### config.mk
export PLATFORM = sky130hd
export DESIGN_NAME = uart_tx_cfg
export DESIGN_NICKNAME = d
export VERILOG_FILES = /design/src/rtl/uart_pkg.sv /design/src/rtl/uart_baud_gen.sv /design/src/rtl/uart_tx_cfg.sv
export SDC_FILE = /design/constraint.sdc
export NUM_CORES = 1
export LEC_CHECK = 0
export ABC_AREA = 0
export BUFFER_PORTS_ARGS = -buffer_cell sky130_fd_sc_hd__buf_2
export CAP_MARGIN = 10
export CORE_MARGIN = 2
export CORE_UTILIZATION = 40
export CTS_CLUSTER_DIAMETER = 80
export DETAILED_ROUTE_END_ITERATION = 10
export PLACE_DENSITY_LB_ADDON = 0.05
export SETUP_SLACK_MARGIN = 0.15
export SYNTH_ARGS = -nofsm -noshare
export SYNTH_HDL_FRONTEND = slang
export SYNTH_SLANG_ARGS = --single-unit
export TNS_END_PERCENT = 1
### constraint.sdc
create_clock -name clk -period 3.06 [get_ports clk]
set_input_delay 0.459 -clock clk [delete_from_list [all_inputs] [get_ports clk]]
set_output_delay 0.459 -clock clk [all_outputs]
set_load 0.02 [all_outputs]
### src/rtl/uart_pkg.sv
// Shared UART definitions: frame FSM states, parity encodings and index widths.
// Used by the tx block and its rx counterpart.
package uart_pkg;

    typedef enum logic [2:0] {
        ST_IDLE,
        ST_START,
        ST_DATA,
        ST_PARITY,
        ST_STOP
    } uart_state_e;

    localparam int PAR_NONE = 0;
    localparam int PAR_ODD  = 1;
    localparam int PAR_EVEN = 2;

    localparam int IDX_W = 4;

endpackage

### src/rtl/uart_baud_gen.sv
// Bit-period counter: counts 0..div-1 while enabled and flags the last two counts.
// bit_pre marks the second-to-last clock of a bit so a frame can hand over one clock early.
module uart_baud_gen #(
    parameter int DIV_W = 16
) (
    input  logic             clk,
    input  logic             rstn,
    input  logic [DIV_W-1:0] div,
    input  logic             enable,
    input  logic             clear,
    output logic             bit_end,
    output logic             bit_pre
);

    logic [DIV_W-1:0] cnt_q, cnt_d;

    assign bit_end = enable && (cnt_q == div - DIV_W'(1));
    assign bit_pre = enable && (cnt_q == div - DIV_W'(2));

    always_comb begin
        cnt_d = cnt_q;
        if (clear || !enable) begin
            cnt_d = '0;
        end else if (bit_end) begin
            cnt_d = '0;
        end else begin
            cnt_d = cnt_q + DIV_W'(1);
        end
    end

    always_ff @(posedge clk or negedge rstn) begin
        if (!rstn) begin
            cnt_q <= '0;
        end else begin
            cnt_q <= cnt_d;
        end
    end

endmodule

### src/rtl/uart_tx_cfg.sv
// Configurable UART transmitter with valid/ready intake and runtime baud divisor.
// The final stop clock doubles as the first idle cycle, so back-to-back frames have no gap.
module uart_tx_cfg
    import uart_pkg::*;
#(
    parameter int DATA_BITS = 8,
    parameter int PARITY    = 1,
    parameter int STOP_BITS = 1,
    parameter int DIV_W     = 16
) (
    input  logic                 clk,
    input  logic                 rstn,
    input  logic [DIV_W-1:0]     baud_div,
    input  logic                 tx_valid,
    input  logic [DATA_BITS-1:0] tx_data,
    output logic                 tx_ready,
    output logic                 tx,
    output logic                 tx_busy,
    output logic                 tx_done
);

    if (DATA_BITS < 5 || DATA_BITS > 9 || PARITY < 0 || PARITY > 2 ||
        STOP_BITS < 1 || STOP_BITS > 2) begin : g_bad_params
        $error("uart_tx_cfg: illegal DATA_BITS/PARITY/STOP_BITS");
    end

    localparam bit HAS_PAR = (PARITY != PAR_NONE);

    uart_state_e          state_q, state_d;
    logic [DATA_BITS-1:0] shift_q, shift_d;
    logic                 par_q, par_d;
    logic [DIV_W-1:0]     div_q, div_d;
    logic [IDX_W-1:0]     bit_idx_q, bit_idx_d;
    logic                 stop_idx_q, stop_idx_d;
    logic                 tx_q, tx_d;
    logic                 done_q, done_d;
    logic                 accept;
    logic                 bit_end;
    logic                 bit_pre;
    logic                 last_stop;

    assign accept    = tx_valid && (state_q == ST_IDLE);
    assign last_stop = (stop_idx_q == 1'(STOP_BITS - 1));

    uart_baud_gen #(
        .DIV_W(DIV_W)
    ) u_baud (
        .clk    (clk),
        .rstn   (rstn),
        .div    (div_q),
        .enable (state_q != ST_IDLE),
        .clear  (state_d == ST_IDLE),
        .bit_end(bit_end),
        .bit_pre(bit_pre)
    );

    always_comb begin
        state_d    = state_q;
        shift_d    = shift_q;
        par_d      = par_q;
        div_d      = div_q;
        bit_idx_d  = '0;
        stop_idx_d = 1'b0;
        unique case (state_q)
            ST_IDLE: begin
                if (accept) begin
                    state_d = ST_START;
                    shift_d = tx_data;
                    par_d   = (PARITY == PAR_ODD) ? ~^tx_data : ^tx_data;
                    div_d   = (baud_div < DIV_W'(2)) ? DIV_W'(2) : baud_div;
                end
            end
            ST_START: begin
                if (bit_end) state_d = ST_DATA;
            end
            ST_DATA: begin
                bit_idx_d = bit_idx_q;
                if (bit_end) begin
                    shift_d = shift_q >> 1;
                    if (bit_idx_q == IDX_W'(DATA_BITS - 1)) begin
                        bit_idx_d = '0;
                        state_d   = HAS_PAR ? ST_PARITY : ST_STOP;
                    end else begin
                        bit_idx_d = bit_idx_q + IDX_W'(1);
                    end
                end
            end
            ST_PARITY: begin
                if (bit_end) state_d = ST_STOP;
            end
            ST_STOP: begin
                stop_idx_d = stop_idx_q;
                // Leave one clock early: the idle cycle completes the last stop bit.
                if (last_stop && bit_pre) begin
                    state_d = ST_IDLE;
                end else if (bit_end) begin
                    stop_idx_d = stop_idx_q + 1'b1;
                end
            end
            default: state_d = ST_IDLE;
        endcase
    end

    always_comb begin
        tx_d   = 1'b1;
        done_d = (state_q == ST_STOP) && (state_d == ST_IDLE);
        unique case (state_d)
            ST_IDLE:   tx_d = 1'b1;
            ST_START:  tx_d = 1'b0;
            ST_DATA:   tx_d = shift_d[0];
            ST_PARITY: tx_d = par_q;
            ST_STOP:   tx_d = 1'b1;
            default:   tx_d = 1'b1;
        endcase
    end

    always_ff @(posedge clk or negedge rstn) begin
        if (!rstn) begin
            state_q    <= ST_IDLE;
            shift_q    <= '0;
            par_q      <= 1'b0;
            div_q      <= DIV_W'(2);
            bit_idx_q  <= '0;
            stop_idx_q <= 1'b0;
            tx_q       <= 1'b1;
            done_q     <= 1'b0;
        end else begin
            state_q    <= state_d;
            shift_q    <= shift_d;
            par_q      <= par_d;
            div_q      <= div_d;
            bit_idx_q  <= bit_idx_d;
            stop_idx_q <= stop_idx_d;
            tx_q       <= tx_d;
            done_q     <= done_d;
        end
    end

    assign tx       = tx_q;
    assign tx_done  = done_q;
    assign tx_ready = (state_q == ST_IDLE);
    assign tx_busy  = !tx_ready;

endmodule
==> results of run 1 <==
-- cells in the mapped netlist (all sizes together) (2+ instances only) --
library cell | count | share of area (%)
and3 | 7 | 1.3
o211a | 4 | 1.2
a21o | 5 | 1.2
ha | 4 | 1.5
o21a | 4 | 0.92
nor2 | 43 | 5.0
nor2b | 5 | 0.96
a41oi | 2 | 0.54
buf | 7 | 1.3
clkbuf | 5 | 0.58
or3 | 2 | 0.38
nand2 | 61 | 7.0
xor2 | 26 | 7.0
xnor2 | 26 | 7.0
o21ai | 9 | 1.4
o31ai | 3 | 1.1
nor4 | 9 | 3.1
nor3b | 6 | 1.5
nand4 | 6 | 1.6
nor3 | 11 | 1.7
a21oi | 9 | 1.4
dfstp | 2 | 1.6
a211oi | 3 | 0.69
mux2 | 2 | 0.69
and2 | 6 | 1.2
and4 | 2 | 0.54
dfrtp | 49 | 38
a22oi | 2 | 0.46
a22o | 5 | 1.3
nand3 | 19 | 2.9
inv | 8 | 0.92
-- metrics by stage --
step                area (µm²)  hold WS (ps)  util (%)  std cells
floorplan                 3260           163         -        366
global placement          3550           463      45.4        494
detailed placement        3550           466      45.4        494
CTS                       3640           190      46.6        502
global route              3760           211      48.2        505
finish                    3760           168      48.2        505
-- state kept, by name (all words and copies together), names as in the netlist --
register,count
tx,1
div_q,16
shift_q,8
par_q,1
state_q,3
tx_done,1
bit_idx_q,4
stop_idx_q,1
u_baud.cnt_q,16
-- report_power, final --
group          switching (mW)  internal (mW)  total [mW]
clock network           0.227          0.183       0.410
logic                   0.854          0.764        1.62
registers               0.347          0.880        1.23
-- placed cells by master, fill, tap and decap left out, types with 7 or more instances in the layout --
cell type                 instances
sky130_fd_sc_hd__buf_2           30
sky130_fd_sc_hd__nor3_1           9
sky130_fd_sc_hd__nor2_1          42
sky130_fd_sc_hd__dfrtp_1         46
sky130_fd_sc_hd__a21oi_1          8
sky130_fd_sc_hd__buf_4            8
sky130_fd_sc_hd__o21ai_0          9
sky130_fd_sc_hd__xor2_1          26
sky130_fd_sc_hd__nand3_1         19
sky130_fd_sc_hd__nand2_1         61
sky130_fd_sc_hd__xnor2_1         26
sky130_fd_sc_hd__and3_1           7
-- how the worst min path moves through the flow --
stage	endpoint	slack, ps	cells past startpoint
2_1_floorplan	bit_idx_q[0]$_DFFE_PN0N_	160	0
3_3_place_gp	shift_q[3]$_DFFE_PN0P_	460	1
3_5_place_dp	shift_q[4]$_DFFE_PN0P_	470	1
4_1_cts	u_baud.cnt_q[9]$_DFF_PN0_	190	1
5_1_grt	u_baud.cnt_q[11]$_DFF_PN0_	210	1
6_report	u_baud.cnt_q[13]$_DFF_PN0_	170	1
-- layer usage --
metal	global-route usage (%)	share of wire (%)
met5	0	0
met4	3.99	0.73
met3	2.97	4.4
met2	28.5	45
met1	29.4	50
-- final cells by class --
type                       instances  share of cell area, %
multi-input combinational        295                   52.2
sequential                        51                   34.1
timing repair buffer              41                   7.08
tap                              102                   3.39
clock buffer                       7                   2.29
inverter                           8                  0.798
clock inverter                     1                  0.133
-- cell families (layout without fill, tap and decap cells) --
family	count (synthesis)	in the layout	share of synthesized area [%]
AND/OR/NAND/NOR	179	179	27.8
AO/OA/AOI/OAI	57	57	13.2
adder cells (fa/ha/maj)	4	4	1.54
buffers and inverters	20	57	2.77
flip-flops	51	51	39.3
multiplexers	2	2	0.692
XOR/XNOR	53	53	14.7
-- timing repair --
| action | in CTS | in global routing |
|---|---|---|
| hold buffers | 0 | 0 |
| resized for setup | 1 | 22 |
| gates cloned | 0 | 1 |
| endpoints found under the hold margin | 0 | 0 |
| endpoints found under the setup margin | 1 | 24 |
| setup buffers | 0 | 2 |
| pin swaps | 0 | 5 |
-- critical path, delay by kind of cell (launching register included) --
family	cells	cell delay, ps
AO/OA/AOI/OAI	5	1240
flip-flops	1	540
buffers and inverters	3	450
AND/OR/NAND/NOR	3	310
adder cells (fa/ha/maj)	1	160
==> results.py, run 1 <==
metrics = {
    "floorplanning": {
        "rows": 32,
        "design.portCount": 31,
        "starting_density_pct": 41.7,
        "fp.dieH_um": 94.2,
        "die_area_um2": 8880,
        "coreArea_um2": 7810,
        "die_w_um": 94.2,
    },
    "route": {
        "drtIter0Drc": 171,
        "wl_mm": 8.11,
        "postRouteAntennaNets": 0,
        "vias": 2699,
        "detail_route.wl_per_cell_um": 16.1,
        "avgViaCountPerCell": 5.34,
        "drc": 0,
        "detail_route.first_pass.iterations": 4,
    },
    "critical_path": {
        "slowest_delay_ps": 540,
        "kind_of_launch_point_of_the_worst_setup_path": "flip-flop",
        "timing.critical_path.to": "u_baud.cnt_q[9]$_DFF_PN0_",
        "timing.critical_path.to_type": "flip-flop",
        "worstReg2RegEnd": "u_baud.cnt_q[9]$_DFF_PN0_",
        "cp_slowest_cell": "sky130_fd_sc_hd__dfstp_2",
        "worstPathRequired_ps": 3260,
        "arrival_ps": 3000,
        "critical_path.startpoint": "div_q[1]$_DFFE_PN1P_",
        "cp_cell_sequence": "inv_2 > ha_4 > nor3b_2 > buf_4 > a311o_1 > o31ai_2 > o211a_1 > nand4_4 > a21bo_4 > o31ai_4 > clkbuf_16 > nor2_1",
        "r2r-start": "div_q[1]$_DFFE_PN1P_",
        "timing.reg2reg.setup_slack_ps": 260,
        "critical_path_class": "flip-flop to flip-flop",
        "path_max_fanout": 8,
        "r2r.worst_path.cells": 12,
    },
    "synthesis": {
        "ys_async_sr_fraction_pct": 100,
        "postSynth.topFlopCell": "sky130_fd_sc_hd__dfrtp_1",
        "syn-num-nets": 397,
        "postSynthCellCount": 366,
        "synth.distinct_cells": 53,
        "syn_avg_cell_area_um2": 8.90,
        "synth.yosys.seq_area_share_pct": 39.3,
        "post_synth_instance_area_um2": 3260,
        "yosys_warnings": 0,
        "synth_enable_flop_cells": 0,
        "ys_seq_elements": 51,
    },
    "clock_network": {
        "cts_max_level": 2,
        "clock_sink_count": 51,
        "cts_buffers": 5,
        "cts.reportedPaths.clkPinSlew_ps": 90,
        "cts_root_buffer_type": "sky130_fd_sc_hd__clkbuf_8",
        "worstSkewPairLatency_ps": 310,
        "clock_tree.buffer_depth": 2,
        "cts_tree": "yes",
    },
    "power": {
        "vdd.ir_drop.worst_mv": 0.462,
        "static-leakage-power_nw": 1.72,
        "total_power_mw": 3.25,
        "cellPowerDensity_nw_per_um2": 865,
    },
    "timing": {
        "fmaxAchievable_mhz": 358,
        "skew_ps": 13.8,
        "period_share_pct": 91.4,
        "finalMaxSlewViolations": 0,
        "setup_repair_after_global_routing_missed_its_margin": "false",
        "finalWorstPathRequiredPeriod_ps": 2800,
        "layout_setup_ws_ps": 265,
        "timing.setup.tns_ps": 0,
        "maxSlewHeadroom_pct": 56.2,
        "worst-slew-pin-transition_ps": 657,
        "timing_hold_violations_final": 0,
        "finalSetupViolCount": 0,
    },
    "placed_design": {
        "routabilityCongestion": 0.820,
        "half_perimeter_wire_length_after_detailed_placement_mm": 6.09,
        "place_worst_setup_slack_ps": 147,
        "placement.io_buffers": 30,
    },
    "grt": {
        "grt_use_total_pct": 19.2,
        "global_route.overflow_total": 0,
        "grt_pass1_vias": 2505,
        "grt_pass1_wl_mm": 13.1,
        "grt_antenna_before_repair": 0,
        "grt_max_degree": 27,
    },
    "final_layout": {
        "seqCellArea_um2": 1280,
        "multiInputGateArea_um2": 1970,
        "area_growth_syn_to_layout_pct": 15.6,
        "antenna_diodes": 0,
        "fill_cells": 785,
        "share_of_layout_cells_above_drive_strength_1_pct": 19.4,
        "finish.net_count": 433,
    },
    "outcome": {
        "run_status": "finished clean",
    },
    "job": {
        "max-cap-violations": 0,
    },
    "hold_path": {
        "timing.hold.worst.class": "primary input to asynchronous set/reset pin",
    },
}
Power figures use the tool's default switching activity.
==> run 2: changes to the inputs <==
--- a/config.mk
+++ b/config.mk
@@ -6,12 +6,12 @@
 export NUM_CORES = 1
 export LEC_CHECK = 0
 export ABC_AREA = 0
-export BUFFER_PORTS_ARGS = -buffer_cell sky130_fd_sc_hd__buf_2
 export CAP_MARGIN = 10
 export CORE_MARGIN = 2
-export CORE_UTILIZATION = 40
+export CORE_UTILIZATION = 60
 export CTS_CLUSTER_DIAMETER = 80
 export DETAILED_ROUTE_END_ITERATION = 10
+export DONT_BUFFER_PORTS = 1
 export PLACE_DENSITY_LB_ADDON = 0.05
 export SETUP_SLACK_MARGIN = 0.15
 export SYNTH_ARGS = -nofsm -noshare
==> run 2 against run 1 <==
Net effect: the run now ends with hold timing left; power is 0.53% higher; worst setup slack worse by 95 ps; critical endpoint is now u_baud.cnt_q[10]$_DFF_PN0_; utilization is 22 points higher; combinational power is 4% higher; die area is 32% lower; routed wire length is 8.6% lower.
==> results.py, run 2 (synthesis gave the netlist of run 1 again) <==
metrics = {
    "critical_path": {
        "timing.critical_path.max_delay_family": "compound AO/OA/AOI/OAI gates",
        "path_max_fanout": 8,
        "critical_path.startpoint": "div_q[1]$_DFFE_PN1P_",
        "timing.reg2reg.setup_slack_ps": 170,
        "slowest_delay_ps": 570,
        "path_common_cell": "sky130_fd_sc_hd__buf_4",
        "cp_cell_sequence": "inv_4 > ha_4 > nor3b_1 > buf_4 > and2_4 > o211a_1 > o211a_4 > buf_4 > a41oi_2 > a21bo_4 > o31ai_4 > clkbuf_16 > nor2_1",
        "kind_of_launch_point_of_the_worst_setup_path": "flip-flop",
        "critical_path_class": "flip-flop to flip-flop",
        "worstPathRequired_ps": 3270,
        "worstReg2RegEnd": "u_baud.cnt_q[10]$_DFF_PN0_",
        "r2r.worst_path.cells": 13,
        "crit_buf_inv": 4,
        "cp_slowest_cell": "sky130_fd_sc_hd__dfstp_2",
        "arrival_ps": 3100,
        "timing.critical_path.to_type": "flip-flop",
        "r2r-start": "div_q[1]$_DFFE_PN1P_",
    },
    "route": {
        "vias": 2661,
        "drc": 0,
        "postRouteAntennaNets": 0,
        "detail_route.first_pass.iterations": 4,
        "detail_route.wl_per_cell_um": 16.7,
        "avgViaCountPerCell": 5.98,
        "drtIter0Drc": 109,
        "wl_mm": 7.41,
    },
    "clock_network": {
        "cts.reportedPaths.clkPinSlew_ps": 90,
        "worstSkewPairLatency_ps": 310,
        "cts_buffers": 5,
        "cts_max_level": 2,
        "clock_sink_count": 51,
        "clock_tree.buffer_depth": 2,
        "cts_tree": "yes",
        "cts_root_buffer_type": "sky130_fd_sc_hd__clkbuf_8",
    },
    "power": {
        "power_frac_comb_pct": 51.4,
        "cellPowerDensity_nw_per_um2": 902,
        "p_sw_share_pct": 43.7,
        "vdd.ir_drop.worst_mv": 0.528,
        "power.sequential.fraction_pct": 37.1,
        "p_int_mw": 1.84,
        "static-leakage-power_nw": 1.60,
        "power_switching_mw": 1.43,
        "p_clk_share_pct": 11.5,
    },
    "final_layout": {
        "layout.cells.most_common_list": "sky130_fd_sc_hd__nand2_1 (61), sky130_fd_sc_hd__dfrtp_1 (47), sky130_fd_sc_hd__nor2_1 (42), sky130_fd_sc_hd__xor2_1 (26), sky130_fd_sc_hd__xnor2_1 (26)",
        "finish.net_count": 405,
        "finalNonFillerCells": 445,
        "antenna_diodes": 0,
        "share_of_layout_cells_above_drive_strength_1_pct": 12.8,
        "area_growth_syn_to_layout_pct": 11.4,
        "mostFrequentLayoutCell": "sky130_fd_sc_hd__nand2_1",
        "largestRegisters": "div_q (16), u_baud.cnt_q (16), shift_q (8)",
    },
    "floorplanning": {
        "starting_density_pct": 62.9,
        "die_w_um": 77.7,
        "fp.dieH_um": 77.7,
        "die_area_um2": 6030,
        "coreArea_um2": 5170,
        "design.portCount": 31,
        "rows": 26,
    },
    "timing": {
        "timing.setup.tns_ps": 0,
        "setup_repair_after_global_routing_missed_its_margin": "true",
        "holdWs_ps": -8.09,
        "finalMaxSlewViolations": 0,
        "skew_ps": 11.9,
        "finalWorstPathRequiredPeriod_ps": 2890,
        "finalSetupViolCount": 0,
        "period_share_pct": 94.5,
        "timing_hold_violations_final": 19,
        "maxSlewHeadroom_pct": 63.2,
        "worst-slew-pin-transition_ps": 551,
        "fmaxAchievable_mhz": 346,
    },
    "grt": {
        "grt_antenna_before_repair": 0,
        "global_route.overflow_total": 0,
        "grt_pass1_wl_mm": 12.0,
        "grt_max_degree": 52,
        "grt_pass1_vias": 2565,
        "grt_use_total_pct": 25.4,
    },
    "hold_path": {
        "timing.hold.worst.class": "primary input to asynchronous set/reset pin",
    },
    "placed_design": {
        "half_perimeter_wire_length_after_detailed_placement_mm": 5.36,
        "placed_cells": 430,
        "routabilityCongestion": 0.927,
        "placement.io_buffers": 0,
    },
    "outcome": {
        "violations": "hold timing",
        "run_status": "complete, but fails checks",
    },
    "job": {
        "max-cap-violations": 0,
    },
}
[run 2: cell types whose count changed in the layout (fill, tap and decap cells not counted), sizes merged]
cell,delta
buf,-28
[run 2: per-stage QoR]
step           utilization (%)  area [µm²]  hold slack [ps]  worst slack (ps)  total power, mW
2_1_floorplan                -        3260              163               289             2.28
3_3_place_gp              64.6        3340              165               129             2.57
3_5_place_dp              64.6        3340              165               107             2.60
4_1_cts                   66.8        3460            0.946               156             3.00
5_1_grt                   70.1        3630             2.81               112             3.50
6_report                  70.1        3630            -8.09               170             3.27
[run 2: how the worst max path moves through the flow]
stage | to | slack, ps | cells past startpoint
2_1_floorplan | u_baud.cnt_q[9]$_DFF_PN0_ | 290 | 11
3_3_place_gp | tx$_DFF_PN1_ | 130 | 10
3_5_place_dp | tx$_DFF_PN1_ | 110 | 10
4_1_cts | tx$_DFF_PN1_ | 160 | 11
5_1_grt | u_baud.cnt_q[3]$_DFF_PN0_ | 110 | 13
6_report | u_baud.cnt_q[10]$_DFF_PN0_ | 170 | 13
[run 2: final cells by class]
class	count	area, µm²
timing repair buffer	13	148
sequential	51	1280
multi-input combinational	295	2000
tap	70	87.6
inverter	8	32.5
clock inverter	1	5.00
clock buffer	7	76.3
fill	417	1550
[run 2: metal layers]
layer	track usage [%]	share of wire [%]	vias to the layer above
met5	0	0	-
met4	9.29	1.9	0
met3	4.42	4.0	12
met2	39.0	48	65
met1	36.3	47	1296
li1	-	-	1288
[run 2: repair_timing]
action | in CTS | in global routing
hold buffers | 1 | 0
hold endpoints to repair | 51 | 0
setup endpoints to repair | 16 | 19
pin swaps | 1 | 10
gates cloned | 0 | 1
buffers inserted | 0 | 5
gates resized for setup | 3 | 23
[run 2: power by group through the flow]
stage / clock [mW] / sequential, mW / combinational, mW
after floorplan: 0 / 1.07 / 1.22
final: 0.377 / 1.21 / 1.68
after global routing: 0.410 / 1.25 / 1.85
after detailed placement: 0 / 1.21 / 1.39
after global placement: 0 / 1.21 / 1.36
after CTS: 0.382 / 1.20 / 1.42
[run 2: worst register-to-register path, stage by stage (launching register included)]
cell and delay [ps]:
sky130_fd_sc_hd__dfstp_2 570, sky130_fd_sc_hd__inv_4 60, sky130_fd_sc_hd__ha_4 160, sky130_fd_sc_hd__nor3b_1 130
sky130_fd_sc_hd__buf_4 170, sky130_fd_sc_hd__and2_4 160, sky130_fd_sc_hd__o211a_1 130, sky130_fd_sc_hd__o211a_4 260
sky130_fd_sc_hd__buf_4 140, sky130_fd_sc_hd__a41oi_2 140, sky130_fd_sc_hd__a21bo_4 270, sky130_fd_sc_hd__o31ai_4 340
sky130_fd_sc_hd__clkbuf_16 220, sky130_fd_sc_hd__nor2_1 50
==> run 3: changes to the inputs <==
--- a/config.mk
+++ b/config.mk
@@ -5,7 +5,7 @@
 export SDC_FILE = /design/constraint.sdc
 export NUM_CORES = 1
 export LEC_CHECK = 0
-export ABC_AREA = 0
+export ABC_AREA = 1
 export CAP_MARGIN = 10
 export CORE_MARGIN = 2
 export CORE_UTILIZATION = 60
==> run 3 against run 2 <==
Net effect: the flow now finishes without violations; largest power group is now sequential cells; register-to-register slack gained 270 ps; sequential power decreased by 29%; flip-flop and latch count is the same; global-route usage increased by 0.73 points; cell area increased by 5.7%; utilization down 4.2 points; sequential share of layout area is 2.0 points lower; fmax rose by 10%; power is 41% lower.
==> results.py, run 3 <==
metrics = {
    "synthesis": {
        "post_synth_instance_area_um2": 3570,
        "synthTopCellsByCount": "sky130_fd_sc_hd__nand2_1 (149), sky130_fd_sc_hd__inv_1 (59), sky130_fd_sc_hd__dfrtp_1 (49), sky130_fd_sc_hd__nor2_1 (49), sky130_fd_sc_hd__nand3_1 (43)",
        "most_frequently_used_cell_type_in_the_post_synthesis_netlist": "sky130_fd_sc_hd__nand2_1",
        "synth_top_cell_by_area": "sky130_fd_sc_hd__dfrtp_1",
        "synth.distinct_cells": 39,
        "yosys_warnings": 0,
        "synth.top_cells.by_area": "sky130_fd_sc_hd__dfrtp_1 (34%), sky130_fd_sc_hd__nand2_1 (16%), sky130_fd_sc_hd__inv_1 (6.2%)",
        "postSynth.topFlopCell": "sky130_fd_sc_hd__dfrtp_1",
        "ys_seq_elements": 51,
        "syn_avg_cell_area_um2": 7.19,
        "postSynthCellCount": 496,
        "syn-num-nets": 527,
        "synth_enable_flop_cells": 0,
        "synth_largest_type_area_fraction_pct": 34.4,
        "synth.yosys.seq_area_share_pct": 35.8,
        "ys_async_sr_fraction_pct": 100,
    },
    "final_layout": {
        "finalNonFillerCells": 577,
        "finish.net_count": 532,
        "share_of_layout_cells_above_drive_strength_1_pct": 12.2,
        "layout.cells.most_common_list": "sky130_fd_sc_hd__nand2_1 (149), sky130_fd_sc_hd__inv_1 (59), sky130_fd_sc_hd__dfrtp_1 (49), sky130_fd_sc_hd__nor2_1 (48), sky130_fd_sc_hd__nand3_1 (43)",
        "largestRegisters": "div_q (16), u_baud.cnt_q (16), shift_q (8)",
        "antenna_diodes": 0,
        "area_growth_syn_to_layout_pct": 7.44,
        "mostFrequentLayoutCell": "sky130_fd_sc_hd__nand2_1",
    },
    "timing": {
        "fmaxAchievable_mhz": 381,
        "timing_hold_violations_final": 0,
        "period_share_pct": 85.7,
        "maxSlewHeadroom_pct": 56.9,
        "finalSetupViolCount": 0,
        "worst-slew-pin-transition_ps": 641,
        "finalWorstPathRequiredPeriod_ps": 2620,
        "setup_repair_after_global_routing_missed_its_margin": "false",
        "skew_ps": 6.52,
        "finalMaxSlewViolations": 0,
        "timing.setup.tns_ps": 0,
    },
    "critical_path": {
        "critical_path_class": "flip-flop to flip-flop",
        "arrival_ps": 2850,
        "timing.critical_path.to_type": "flip-flop",
        "kind_of_launch_point_of_the_worst_setup_path": "flip-flop",
        "path_max_fanout": 9,
        "worstPathRequired_ps": 3290,
        "timing.reg2reg.setup_slack_ps": 440,
        "r2r.worst_path.cells": 15,
        "worstReg2RegEnd": "bit_idx_q[3]$_DFFE_PN0N_",
        "r2r-start": "div_q[1]$_DFFE_PN1P_",
    },
    "power": {
        "power_frac_comb_pct": 30.0,
        "p_sw_share_pct": 34.7,
        "power_switching_uw": 671,
        "static-leakage-power_nw": 1.86,
        "vdd.ir_drop.worst_mv": 0.402,
        "power.sequential.fraction_pct": 44.5,
        "p_clk_share_pct": 25.5,
        "p_int_mw": 1.26,
        "cellPowerDensity_nw_per_um2": 504,
    },
    "hold_path": {
        "hp-start": "baud_div[10]",
        "hold_path_end": "div_q[10]$_DFFE_PN0P_",
        "whs_path_depth": 2,
        "timing.hold.worst.class": "primary input to flip-flop",
    },
    "route": {
        "postRouteAntennaNets": 0,
        "drc": 0,
        "drtIter0Drc": 213,
        "detail_route.wl_per_cell_um": 13.8,
        "avgViaCountPerCell": 5.45,
        "wl_mm": 7.99,
        "vias": 3144,
        "detail_route.first_pass.iterations": 5,
    },
    "clock_network": {
        "clock_sink_count": 51,
        "cts_tree": "yes",
        "cts_root_buffer_type": "sky130_fd_sc_hd__clkbuf_8",
        "post_cts_setup_repair_buffer_count": 0,
        "clock_tree.buffer_depth": 2,
        "cts_max_level": 2,
        "cts.reportedPaths.clkPinSlew_ps": 90,
        "cts_buffers": 5,
        "worstSkewPairLatency_ps": 310,
    },
    "floorplanning": {
        "coreArea_um2": 5820,
        "fp.dieH_um": 81.1,
        "starting_density_pct": 61.3,
        "die_w_um": 81.1,
        "rows": 28,
        "design.portCount": 31,
        "die_area_um2": 6580,
    },
    "grt": {
        "grt_pass1_vias": 2921,
        "grt_max_degree": 52,
        "global_route.overflow_total": 0,
        "grt_antenna_before_repair": 0,
        "grt_pass1_wl_mm": 13.1,
        "grt_use_total_pct": 26.1,
    },
    "placed_design": {
        "placed_cells": 566,
        "placement.io_buffers": 0,
        "half_perimeter_wire_length_after_detailed_placement_mm": 6.13,
        "routabilityCongestion": 0.913,
    },
    "outcome": {
        "run_status": "finished clean",
    },
    "job": {
        "max-cap-violations": 0,
    },
}
run 3: timing repair:
item,CTS,global route
endpoints found under the setup margin,0,16
gates resized for setup,0,5
hold buffers,2,0
hold endpoints to repair,51,0
run 3: area by class of cell:
type	instances	area, µm²
Clock inverter	2	35.0
Fill cell	524	1980
Clock buffer	6	82.6
Tap cell	75	93.8
Multi-Input combinational cell	377	2060
Inverter	62	233
Timing Repair Buffer	4	52.6
Sequential cell	51	1280
run 3: metal layers:
metal  global-route usage, %  up-vias  routed length, µm
li1                        -     1591                  -
met1                    35.0     1477               3540
met2                    43.1       65               3880
met3                    3.67       11                415
met4                    10.0        0                158
met5                       0        -                  0
run 3: cell families (layout without fill, tap and decap cells):
kind of cell | Yosys count | count (layout) | share of synthesized area (%)
xor+xnor | 24 | 24 | 5.89
simple gates | 302 | 303 | 41.3
fa+ha+maj | 4 | 4 | 1.40
flops | 51 | 51 | 35.8
compound gates | 46 | 46 | 7.79
buf+inv | 69 | 74 | 7.79
run 3: stage by stage:
stage	total power, mW	instance area (µm²)	hold WS [ps]	worst slack [ps]	utilization (%)
2_1_floorplan	1.31	3570	163	692	-
6_report	1.93	3830	257	438	65.9
5_1_grt	2.05	3830	259	167	65.9
3_5_place_dp	1.42	3630	164	335	62.5
4_1_cts	1.93	3790	257	312	65.1
3_3_place_gp	1.41	3630	164	440	62.5
run 3: how the worst max path moves through the flow:
stage	startpoint	endpoint	slack, ps	cells past startpoint
after floorplan	div_q[1]$_DFFE_PN1P_	u_baud.cnt_q[13]$_DFF_PN0_	690	18
after global placement	div_q[2]$_DFFE_PN0P_	u_baud.cnt_q[2]$_DFF_PN0_	440	19
after detailed placement	div_q[2]$_DFFE_PN0P_	u_baud.cnt_q[1]$_DFF_PN0_	340	19
after CTS	div_q[2]$_DFFE_PN0P_	u_baud.cnt_q[1]$_DFF_PN0_	310	19
after global routing	div_q[1]$_DFFE_PN1P_	u_baud.cnt_q[12]$_DFF_PN0_	170	19
final	div_q[1]$_DFFE_PN1P_	bit_idx_q[3]$_DFFE_PN0N_	440	15
run 3: power groups by stage:
stage	clock network, mW	registers [mW]	logic [mW]
global route	0.526	0.869	0.657
global placement	0	0.865	0.549
CTS	0.499	0.857	0.577
detailed placement	0	0.870	0.554
finish	0.493	0.860	0.580
floorplan	0	0.842	0.464
run 3: critical path, stage by stage, from the launching register on:
cell	delay [ps]
sky130_fd_sc_hd__dfstp_2	380
sky130_fd_sc_hd__inv_1	160
sky130_fd_sc_hd__ha_2	250
sky130_fd_sc_hd__inv_2	70
sky130_fd_sc_hd__nor2_2	130
sky130_fd_sc_hd__nand3_2	110
sky130_fd_sc_hd__nor2_2	140
sky130_fd_sc_hd__nand2_1	70
sky130_fd_sc_hd__nand2_1	80
sky130_fd_sc_hd__nand2_1	50
sky130_fd_sc_hd__nor2_1	100
sky130_fd_sc_hd__nand2_2	120
sky130_fd_sc_hd__nor2_8	190
sky130_fd_sc_hd__nand2_1	220
sky130_fd_sc_hd__or2_0	290
sky130_fd_sc_hd__o21ai_0	180
